--- config.mk ---
export PLATFORM = sky130hd
export DESIGN_NAME = demux_1to2_buf
export DESIGN_NICKNAME = d
export VERILOG_FILES = /design/src/rtl/demux_pkg.sv /design/src/rtl/demux_fifo.sv /design/src/rtl/demux_1to2_buf.sv
export SDC_FILE = /design/constraint.sdc
export NUM_CORES = 1
export LEC_CHECK = 0
export CAP_MARGIN = 10
export CORE_AREA = 3 3 65 67
export CTS_CLUSTER_SIZE = 8
export DETAILED_ROUTE_END_ITERATION = 6
export DIE_AREA = 0 0 68 70
export GPL_ROUTABILITY_DRIVEN = 1
export GPL_TIMING_DRIVEN = 0
export HOLD_SLACK_MARGIN = 0.06
export PLACE_DENSITY_LB_ADDON = 0.25
export SYNTH_ARGS = -nofsm -noshare
export SYNTH_HDL_FRONTEND = slang
export SYNTH_SLANG_ARGS = --single-unit
--- constraint.sdc ---
create_clock -name clk -period 2 [get_ports clk]
set_input_delay 0.3 -clock clk [delete_from_list [all_inputs] [get_ports clk]]
set_output_delay 0.3 -clock clk [all_outputs]
set_load 0.02 [all_outputs]
--- src/rtl/demux_pkg.sv ---
// Shared constants and types for the buffered 1-to-2 demultiplexer.
package demux_pkg;

  localparam int unsigned CNT_W       = 16;
  localparam int unsigned DEMUX_WIDTH = 8;
  localparam int unsigned DEMUX_DEPTH = 2;

  localparam logic DEMUX_PORT1 = 1'b0;
  localparam logic DEMUX_PORT2 = 1'b1;

  typedef enum logic [1:0] {
    OCC_EMPTY,
    OCC_PARTIAL,
    OCC_FULL
  } occ_e;

  // Classify a FIFO occupancy count against its capacity.
  function automatic occ_e occ_of(input int unsigned count, input int unsigned depth);
    if (count == 0)          return OCC_EMPTY;
    else if (count >= depth) return OCC_FULL;
    else                     return OCC_PARTIAL;
  endfunction

endpackage

--- src/rtl/demux_fifo.sv ---
// Small synchronous FIFO: registered storage, head word visible one cycle after push.
module demux_fifo
  import demux_pkg::*;
#(
  parameter int unsigned WIDTH = DEMUX_WIDTH,
  parameter int unsigned DEPTH = DEMUX_DEPTH
) (
  input  logic             clk,
  input  logic             rst_n,
  input  logic             push_i,
  input  logic [WIDTH-1:0] data_i,
  input  logic             pop_i,
  output logic [WIDTH-1:0] head_o,
  output logic             full_o,
  output logic             empty_o
);

  localparam int unsigned PTR_W = $clog2(DEPTH);
  localparam int unsigned OCC_W = $clog2(DEPTH + 1);

  logic [WIDTH-1:0] mem_q [DEPTH];
  logic [PTR_W-1:0] wr_ptr_q, wr_ptr_d;
  logic [PTR_W-1:0] rd_ptr_q, rd_ptr_d;
  logic [OCC_W-1:0] count_q, count_d;
  occ_e             occ;
  logic             push_ok;
  logic             pop_ok;

  assign occ     = occ_of(32'(count_q), DEPTH);
  assign full_o  = (occ == OCC_FULL);
  assign empty_o = (occ == OCC_EMPTY);
  assign head_o  = mem_q[rd_ptr_q];
  assign push_ok = push_i && !full_o;
  assign pop_ok  = pop_i && !empty_o;

  // Pointer and occupancy next-state; power-of-two depth makes pointers wrap naturally.
  always_comb begin
    wr_ptr_d = wr_ptr_q;
    rd_ptr_d = rd_ptr_q;
    count_d  = count_q;
    if (push_ok) wr_ptr_d = PTR_W'(wr_ptr_q + 1'b1);
    if (pop_ok)  rd_ptr_d = PTR_W'(rd_ptr_q + 1'b1);
    if (push_ok && !pop_ok)      count_d = OCC_W'(count_q + 1'b1);
    else if (pop_ok && !push_ok) count_d = OCC_W'(count_q - 1'b1);
  end

  always_ff @(posedge clk or negedge rst_n) begin
    if (!rst_n) begin
      wr_ptr_q <= '0;
      rd_ptr_q <= '0;
      count_q  <= '0;
      for (int unsigned i = 0; i < DEPTH; i++) mem_q[i] <= '0;
    end else begin
      wr_ptr_q <= wr_ptr_d;
      rd_ptr_q <= rd_ptr_d;
      count_q  <= count_d;
      if (push_ok) mem_q[wr_ptr_q] <= data_i;
    end
  end

endmodule

--- src/rtl/demux_1to2_buf.sv ---
// Buffered 1-to-2 demux: sel steers the input stream into one of two per-port FIFOs.
// Optional transfer counters cnt1/cnt2 exist only when DEMUX_COUNT_EN is defined.
module demux_1to2_buf
  import demux_pkg::*;
#(
  parameter int unsigned WIDTH = DEMUX_WIDTH,
  parameter int unsigned DEPTH = DEMUX_DEPTH
) (
  input  logic             clk,
  input  logic             rst_n,
  input  logic             in_valid,
  output logic             in_ready,
  input  logic [WIDTH-1:0] in_data,
  input  logic             sel,
  output logic             out1_valid,
  input  logic             out1_ready,
  output logic [WIDTH-1:0] out1_data,
  output logic             out2_valid,
  input  logic             out2_ready,
  output logic [WIDTH-1:0] out2_data
`ifdef DEMUX_COUNT_EN
  ,
  output logic [CNT_W-1:0] cnt1,
  output logic [CNT_W-1:0] cnt2
`endif
);

  logic ready_q;
  logic full1, full2;
  logic empty1, empty2;
  logic accept, push1, push2;

  // Holds in_ready low through reset and for the release cycle.
  always_ff @(posedge clk or negedge rst_n) begin
    if (!rst_n) ready_q <= 1'b0;
    else        ready_q <= 1'b1;
  end

  // Ready depends only on the selected FIFO's fullness, never on downstream ready.
  assign in_ready = ready_q && !((sel == DEMUX_PORT2) ? full2 : full1);
  assign accept   = in_valid && in_ready;
  assign push1    = accept && (sel == DEMUX_PORT1);
  assign push2    = accept && (sel == DEMUX_PORT2);

  assign out1_valid = !empty1;
  assign out2_valid = !empty2;

  demux_fifo #(.WIDTH(WIDTH), .DEPTH(DEPTH)) u_fifo1 (
    .clk    (clk),
    .rst_n  (rst_n),
    .push_i (push1),
    .data_i (in_data),
    .pop_i  (out1_ready),
    .head_o (out1_data),
    .full_o (full1),
    .empty_o(empty1)
  );

  demux_fifo #(.WIDTH(WIDTH), .DEPTH(DEPTH)) u_fifo2 (
    .clk    (clk),
    .rst_n  (rst_n),
    .push_i (push2),
    .data_i (in_data),
    .pop_i  (out2_ready),
    .head_o (out2_data),
    .full_o (full2),
    .empty_o(empty2)
  );

`ifdef DEMUX_COUNT_EN
  logic [CNT_W-1:0] cnt1_q, cnt1_d;
  logic [CNT_W-1:0] cnt2_q, cnt2_d;

  // Per-port accept counters, wrapping at the counter width.
  always_comb begin
    cnt1_d = cnt1_q;
    cnt2_d = cnt2_q;
    if (push1) cnt1_d = CNT_W'(cnt1_q + 1'b1);
    if (push2) cnt2_d = CNT_W'(cnt2_q + 1'b1);
  end

  always_ff @(posedge clk or negedge rst_n) begin
    if (!rst_n) begin
      cnt1_q <= '0;
      cnt2_q <= '0;
    end else begin
      cnt1_q <= cnt1_d;
      cnt2_q <= cnt2_d;
    end
  end

  assign cnt1 = cnt1_q;
  assign cnt2 = cnt2_q;
`endif

endmodule

# After elaboration in Yosys (flattened, before gate mapping)
# Index checks and enable logic that the tools add are counted.
[word_totals]
input_bits = 14
elab_cells = 84
register_bits = 41
out_inout_bits = 19
[classes]
bitwise_logic = 5
order_cmp = 8
add_sub_neg = 8
n_eq_ne = 2
n_mux = 21
reduce_logical = 29
[ops]
columns = ["operator", "n"]
rows = [
  ["8-bit 2-to-1 mux", 8],
  ["16-bit bitwise mux", 2],
  ["8-bit demux with 1-bit select", 2],
  ["2-bit 2-to-1 mux", 8],
  ["1-bit logical AND", 14],
  ["2-bit greater-or-equal comparator, second input constant", 6],
  ["1-bit zero test", 9],
  ["2-bit zero test", 4],
  ["1-bit inverter with 2-bit output", 4],
  ["1-bit adder, second input constant", 4],
  ["2-bit by 1-bit adder with 2-bit output, second input constant", 2],
  ["2-bit == test, second input constant", 2],
  ["2-bit by 1-bit < comparator with 1-bit output, second input constant", 2],
  ["2-bit nonzero test", 2],
  ["2-bit by 1-bit subtractor with 2-bit output, second input constant", 2],
  ["1-bit 2-to-1 mux", 1],
  ["1-bit inverter", 1],
]

# Depth between registers and ports, before layout
[logic_depth]
word_depth = 14
ltp_mapped = 6
depth_no_buf = 6

# Modules after synthesis
# A second synthesis with hierarchy kept.
[hier_totals]
cells_unflattened = 127
hier_area_um2 = 1925.6
[by_module_without_submodules]
columns = ["module", "area_each_um2", "seq_area_each_um2", "instances", "cells_per_inst"]
rows = [
  ["demux_fifo", 928.4, 500.5, 2, 59],
  ["demux_1to2_buf", 68.8, 25.0, 1, 9],
]

# Worst setup path before layout
# Ideal clock, no wire load.
[synth_path]
kind = "register to register"
start = "register u_fifo1.count_q[0]"
end = "register u_fifo1.count_q[1]"
synth_period_minus_slack_ns = 1.471
n_path_buf = 0
path_slack_ns = 0.529
setup_ns = 0.125
arrival_time_ns = 1.346
stages_incl_launch_ff = 7
required_ns = 1.875
cell_sequence = "dfrtp_1 or2_2 nand2_1 ha_1 xor2_1 nor2_1 xor2_1"
[synth_between]
word_cells_on_any_way = 24
cone_classes = "add/sub: 2; order compare: 1; eq/ne: 1; mux: 5; reduce/logical: 15"
[synth_lines]
columns = ["item", "line_no", "source"]
rows = [
  ["from (decl)", "demux_fifo.sv:24", "logic [OCC_W-1:0] count_q, count_d;"],
  ["from (signal assigned)", "demux_fifo.sv:56", "count_q <= count_d;"],
  ["2-bit greater-or-equal comparator", "demux_pkg.sv:20", "else if (count >= depth) return OCC_FULL;"],
  ["2-bit 2-to-1 mux", "demux_pkg.sv:20", ""],
  ["2-bit 2-to-1 mux *", "demux_pkg.sv:19", "if (count == 0) return OCC_EMPTY;"],
  ["2-bit zero test *", "demux_fifo.sv:31", "assign empty_o = (occ == OCC_EMPTY);"],
  ["1-bit zero test *", "--", ""],
  ["named net out1_valid", "demux_1to2_buf.sv:15", "output logic out1_valid,"],
  ["1-bit logical AND *", "demux_fifo.sv:34", "assign pop_ok = pop_i && !empty_o;"],
  ["1-bit zero test", "demux_fifo.sv:43", "if (push_ok && !pop_ok) count_d = OCC_W'(count_q + 1'b1);"],
  ["1-bit logical AND", "demux_fifo.sv:43", ""],
  ["2-bit 2-to-1 mux or 2-bit nonzero test (tied branches)", "--", ""],
]
# Mark *: on every way through the listed nets, which the timed path passes. The rest lies on a longest branch. The select of a mux whose other input is x is not followed.
# A chain may end at the register's enable or synchronous reset.

# Worst setup path in the final report
[layout_path]
start = "register u_fifo2.count_q[1]"
end = "output port out2_valid"
[layout_between]
elab_chain_len = 5
word_cells_on_any_way = 6
cone_classes = "order compare: 1; mux: 2; reduce/logical: 3"
[layout_lines]
columns = ["item", "line_no", "source"]
rows = [
  ["from (decl)", "demux_fifo.sv:24", ""],
  ["from (signal assigned)", "demux_fifo.sv:56", ""],
  ["2-bit greater-or-equal comparator", "demux_pkg.sv:20", ""],
  ["2-bit 2-to-1 mux", "demux_pkg.sv:20", ""],
  ["2-bit 2-to-1 mux *", "demux_pkg.sv:19", ""],
  ["2-bit zero test *", "demux_fifo.sv:31", ""],
  ["1-bit zero test *", "demux_1to2_buf.sv:46", "assign out2_valid = !empty2;"],
  ["to (decl)", "demux_1to2_buf.sv:18", "output logic out2_valid,"],
]
# Mark *: on every way between the ends. The rest lies on a longest branch, timed or not.

==> impl_metrics.py <==
metrics = {
    "run": {
        "drv_cap": 0,
    },
    "global_route": {
        "top_usage_layer": "met2",
        "grt_pass1_wl_um": 5590,
        "grt_overflow": 0,
        "antenna_found_initial": 0,
        "first_global_vias": 1121,
        "grtUsageMet3_pct": 7.23,
        "grt_use_total_pct": 16.3,
        "use_met2_pct": 25.6,
        "grt_max_degree": 42,
        "grtUsageMet1_pct": 19.9,
    },
    "cts": {
        "path_clk_slew_ns": 0.07,
        "htree_num_levels": 2,
        "cts_inserted_buffers": 5,
        "cts_tree": "built",
        "cts.sinks": 41,
        "clk_path_buf_depth": 2,
        "clock_latency_ns": 0.28,
        "cts-root-buf": "clkbuf_8",
    },
    "synthesis": {
        "synth_nets": 136,
        "ys_seq_area_share_pct": 55.9,
        "ys.warnings.count": 0,
        "synth_area_leaders": "dfrtp_1 56%, mux2_2 25%, mux2_4 6.5%",
        "synth_area_um2": 1840,
        "synth_top_area_cell": "dfrtp_1",
        "synth-seq-cells": 41,
        "syn_inst": 120,
        "synth.avg_cell_area_um2": 15.3,
        "synthDistinctLibCells": 20,
        "synth_top_area_share_pct": 55.9,
    },
    "floorplanning": {
        "die_area_um2": 4760,
        "num_rows": 22,
        "start_util_pct": 49.8,
        "fp.dieW_um": 68,
        "core_um2": 3690,
        "dieHeight_um": 70,
        "ioPinCount": 33,
    },
    "cells_and_area": {
        "diodes": 0,
        "layout-drive-gt1-share_pct": 41.8,
        "postLayoutCellArea_um2": 2280,
        "final_cells": 206,
        "regArea_um2": 1030,
        "nNetsFinal": 174,
        "syn2layout_area_growth_pct": 24.1,
        "multi_input_area_um2": 788,
        "final_cell_mix": "40 x mux2_2, 39 x dfrtp_1, 17 x dlygate4sd2_1, 14 x clkdlybuf4s50_1, 8 x mux2_4",
        "fillers": 314,
        "fin_util_pct": 61.8,
        "final_common_cell": "mux2_2",
    },
    "critical_path": {
        "start_kind": "register",
        "arrival_ns": 1.57,
        "cp.required_ns": 1.70,
        "crit_slowest_cell": "clkdlybuf4s50_1",
        "path_cells": "or2_2, clkdlybuf4s50_1",
        "crit_fanout": 4,
        "critPathBufInv": 1,
        "crit_path_end_kind": "output port",
        "cp_top_family": "buffers and inverters",
        "path_depth": 2,
        "crit_type": "reg -> out",
        "cp_slowest_stage_delay_ns": 0.55,
        "reg2reg_depth": 3,
        "crit_start": "u_fifo2.count_q[1]",
        "r2r-start": "u_fifo2.count_q[1]",
    },
    "placed_design": {
        "post_dp_cell_area_um2": 2210,
        "dpl.hpwl_um": 2340,
        "port_buffers": 32,
        "gp_congestion": 0.731,
        "dp_cells": 200,
    },
    "power_and_ir_drop": {
        "max-vdd-ir-drop_uv": 934,
        "cellPowerDensity_nw_per_um2": 1650,
        "p_leak_uw": 0.00104,
    },
    "routing": {
        "vias_per_cell": 5.07,
        "wl_per_cell_um": 16.3,
        "dr.pass1.iters": 3,
        "vias": 1045,
        "drt_iter0_drc": 36,
        "drt_wl_total_um": 3370,
        "route.detailed.drc": 0,
        "ant_nets": 0,
    },
    "timing": {
        "holdWs_ns": 0.132,
        "rsz0062_at_grt": "false",
        "setup_violations": 0,
        "slew_headroom_pct": 41.1,
        "slew_viol_final": 0,
        "fmax_mhz": 534,
        "hold_viol": 0,
        "fin_worst_skew_ns": 0.00379,
        "fin_setup_tns_ns": 0,
        "finalCriticalPeriod_ns": 1.87,
        "tightest_slew_ns": 0.884,
        "finalCritPeriodShare_pct": 93.6,
    },
    "worst_hold_path": {
        "hp-class": "in -> async",
    },
    "outcome": {
        "status": "completed",
    },
}
-- synthesized netlist by cell type, drive strengths merged --
| master | number |
|---|---|
| conb | 1 |
| nand2 | 4 |
| inv | 1 |
| xnor2 | 5 |
| mux2 | 48 |
| nor2b | 1 |
| nand4b | 1 |
| xor2 | 5 |
| clkbuf | 2 |
| and4bb | 1 |
| mux2i | 1 |
| nor2 | 3 |
| dfrtp | 41 |
| ha | 2 |
| and2 | 1 |
| or2 | 2 |
| buf | 1 |
-- through the flow --
step,total power [uW],setup WS [ns]
4_1_cts,3820,0.110
3_3_place_gp,3370,-0.296
2_1_floorplan,2680,0.529
5_1_grt,4010,0.0625
6_report,3770,0.127
3_5_place_dp,3450,-0.0937
-- sequential cells by signal (all words and copies together) (netlist names) --
| name | count |
|---|---|
| ready_q | 1 |
| u_fifo1.count_q | 2 |
| u_fifo1.mem_q | 16 |
| u_fifo1.rd_ptr_q | 1 |
| u_fifo1.wr_ptr_q | 1 |
| u_fifo2.count_q | 2 |
| u_fifo2.mem_q | 16 |
| u_fifo2.rd_ptr_q | 1 |
| u_fifo2.wr_ptr_q | 1 |
-- cells by family (layout without fill, tap and decap cells) --
group | count (synthesis) | in the layout | synth area share, %
adder cells (fa/ha/maj) | 2 | 2 | 1.36
AND/OR/NAND/NOR | 13 | 13 | 4.97
multiplexers | 49 | 49 | 31.6
XOR/XNOR | 10 | 10 | 4.77
buffers and inverters | 4 | 42 | 1.23
other | 1 | 1 | 0.204
flip-flops | 41 | 41 | 55.9
-- repair_timing --
action / in CTS / in global routing
hold endpoints to repair: 0 / 0
hold buffers: 0 / 0
resized for setup: 19 / 0
setup endpoints to repair: 17 / 0
buffers inserted: 1 / 0
-- power breakdown --
part,switching (uW),internal [uW]
Sequential,317,1240
Clock,251,273
Combinational,738,942
-- per-layer routing --
| metal | routed length, um | up-vias |
|---|---|---|
| met5 | 0 | - |
| met4 | 39 | 0 |
| met3 | 190 | 4 |
| met2 | 1730 | 25 |
| met1 | 1410 | 524 |
| li1 | - | 492 |
-- cell type report --
type | count | area share [%]
Timing Repair Buffer | 33 | 13.2
Sequential cell | 41 | 45.1
Clock buffer | 7 | 3.79
Tap cell | 48 | 2.63
Inverter | 1 | 0.165
Multi-Input combinational cell | 75 | 34.6
Buffer | 1 | 0.494
-- path summary, 6_finish.rpt --
check / end / slack (ns)
max: out2_valid / 0.13
min: u_fifo1.count_q[1] / 0.13
max reg2reg: u_fifo2.mem_q[14] / 0.33
min reg2reg: u_fifo1.mem_q[5] / 0.50
max in group asynchronous: u_fifo2.rd_ptr_q / 1.26
min in group clk: u_fifo1.mem_q[5] / 0.50
-- worst register-to-register path: cells and delay by family, from the launching register on --
kind | cells | cell delay (ns)
flops | 1 | 0.42
mux | 1 | 0.39
simple gates | 2 | 0.74
No activity file was read; power rests on OpenSTA's default activity.
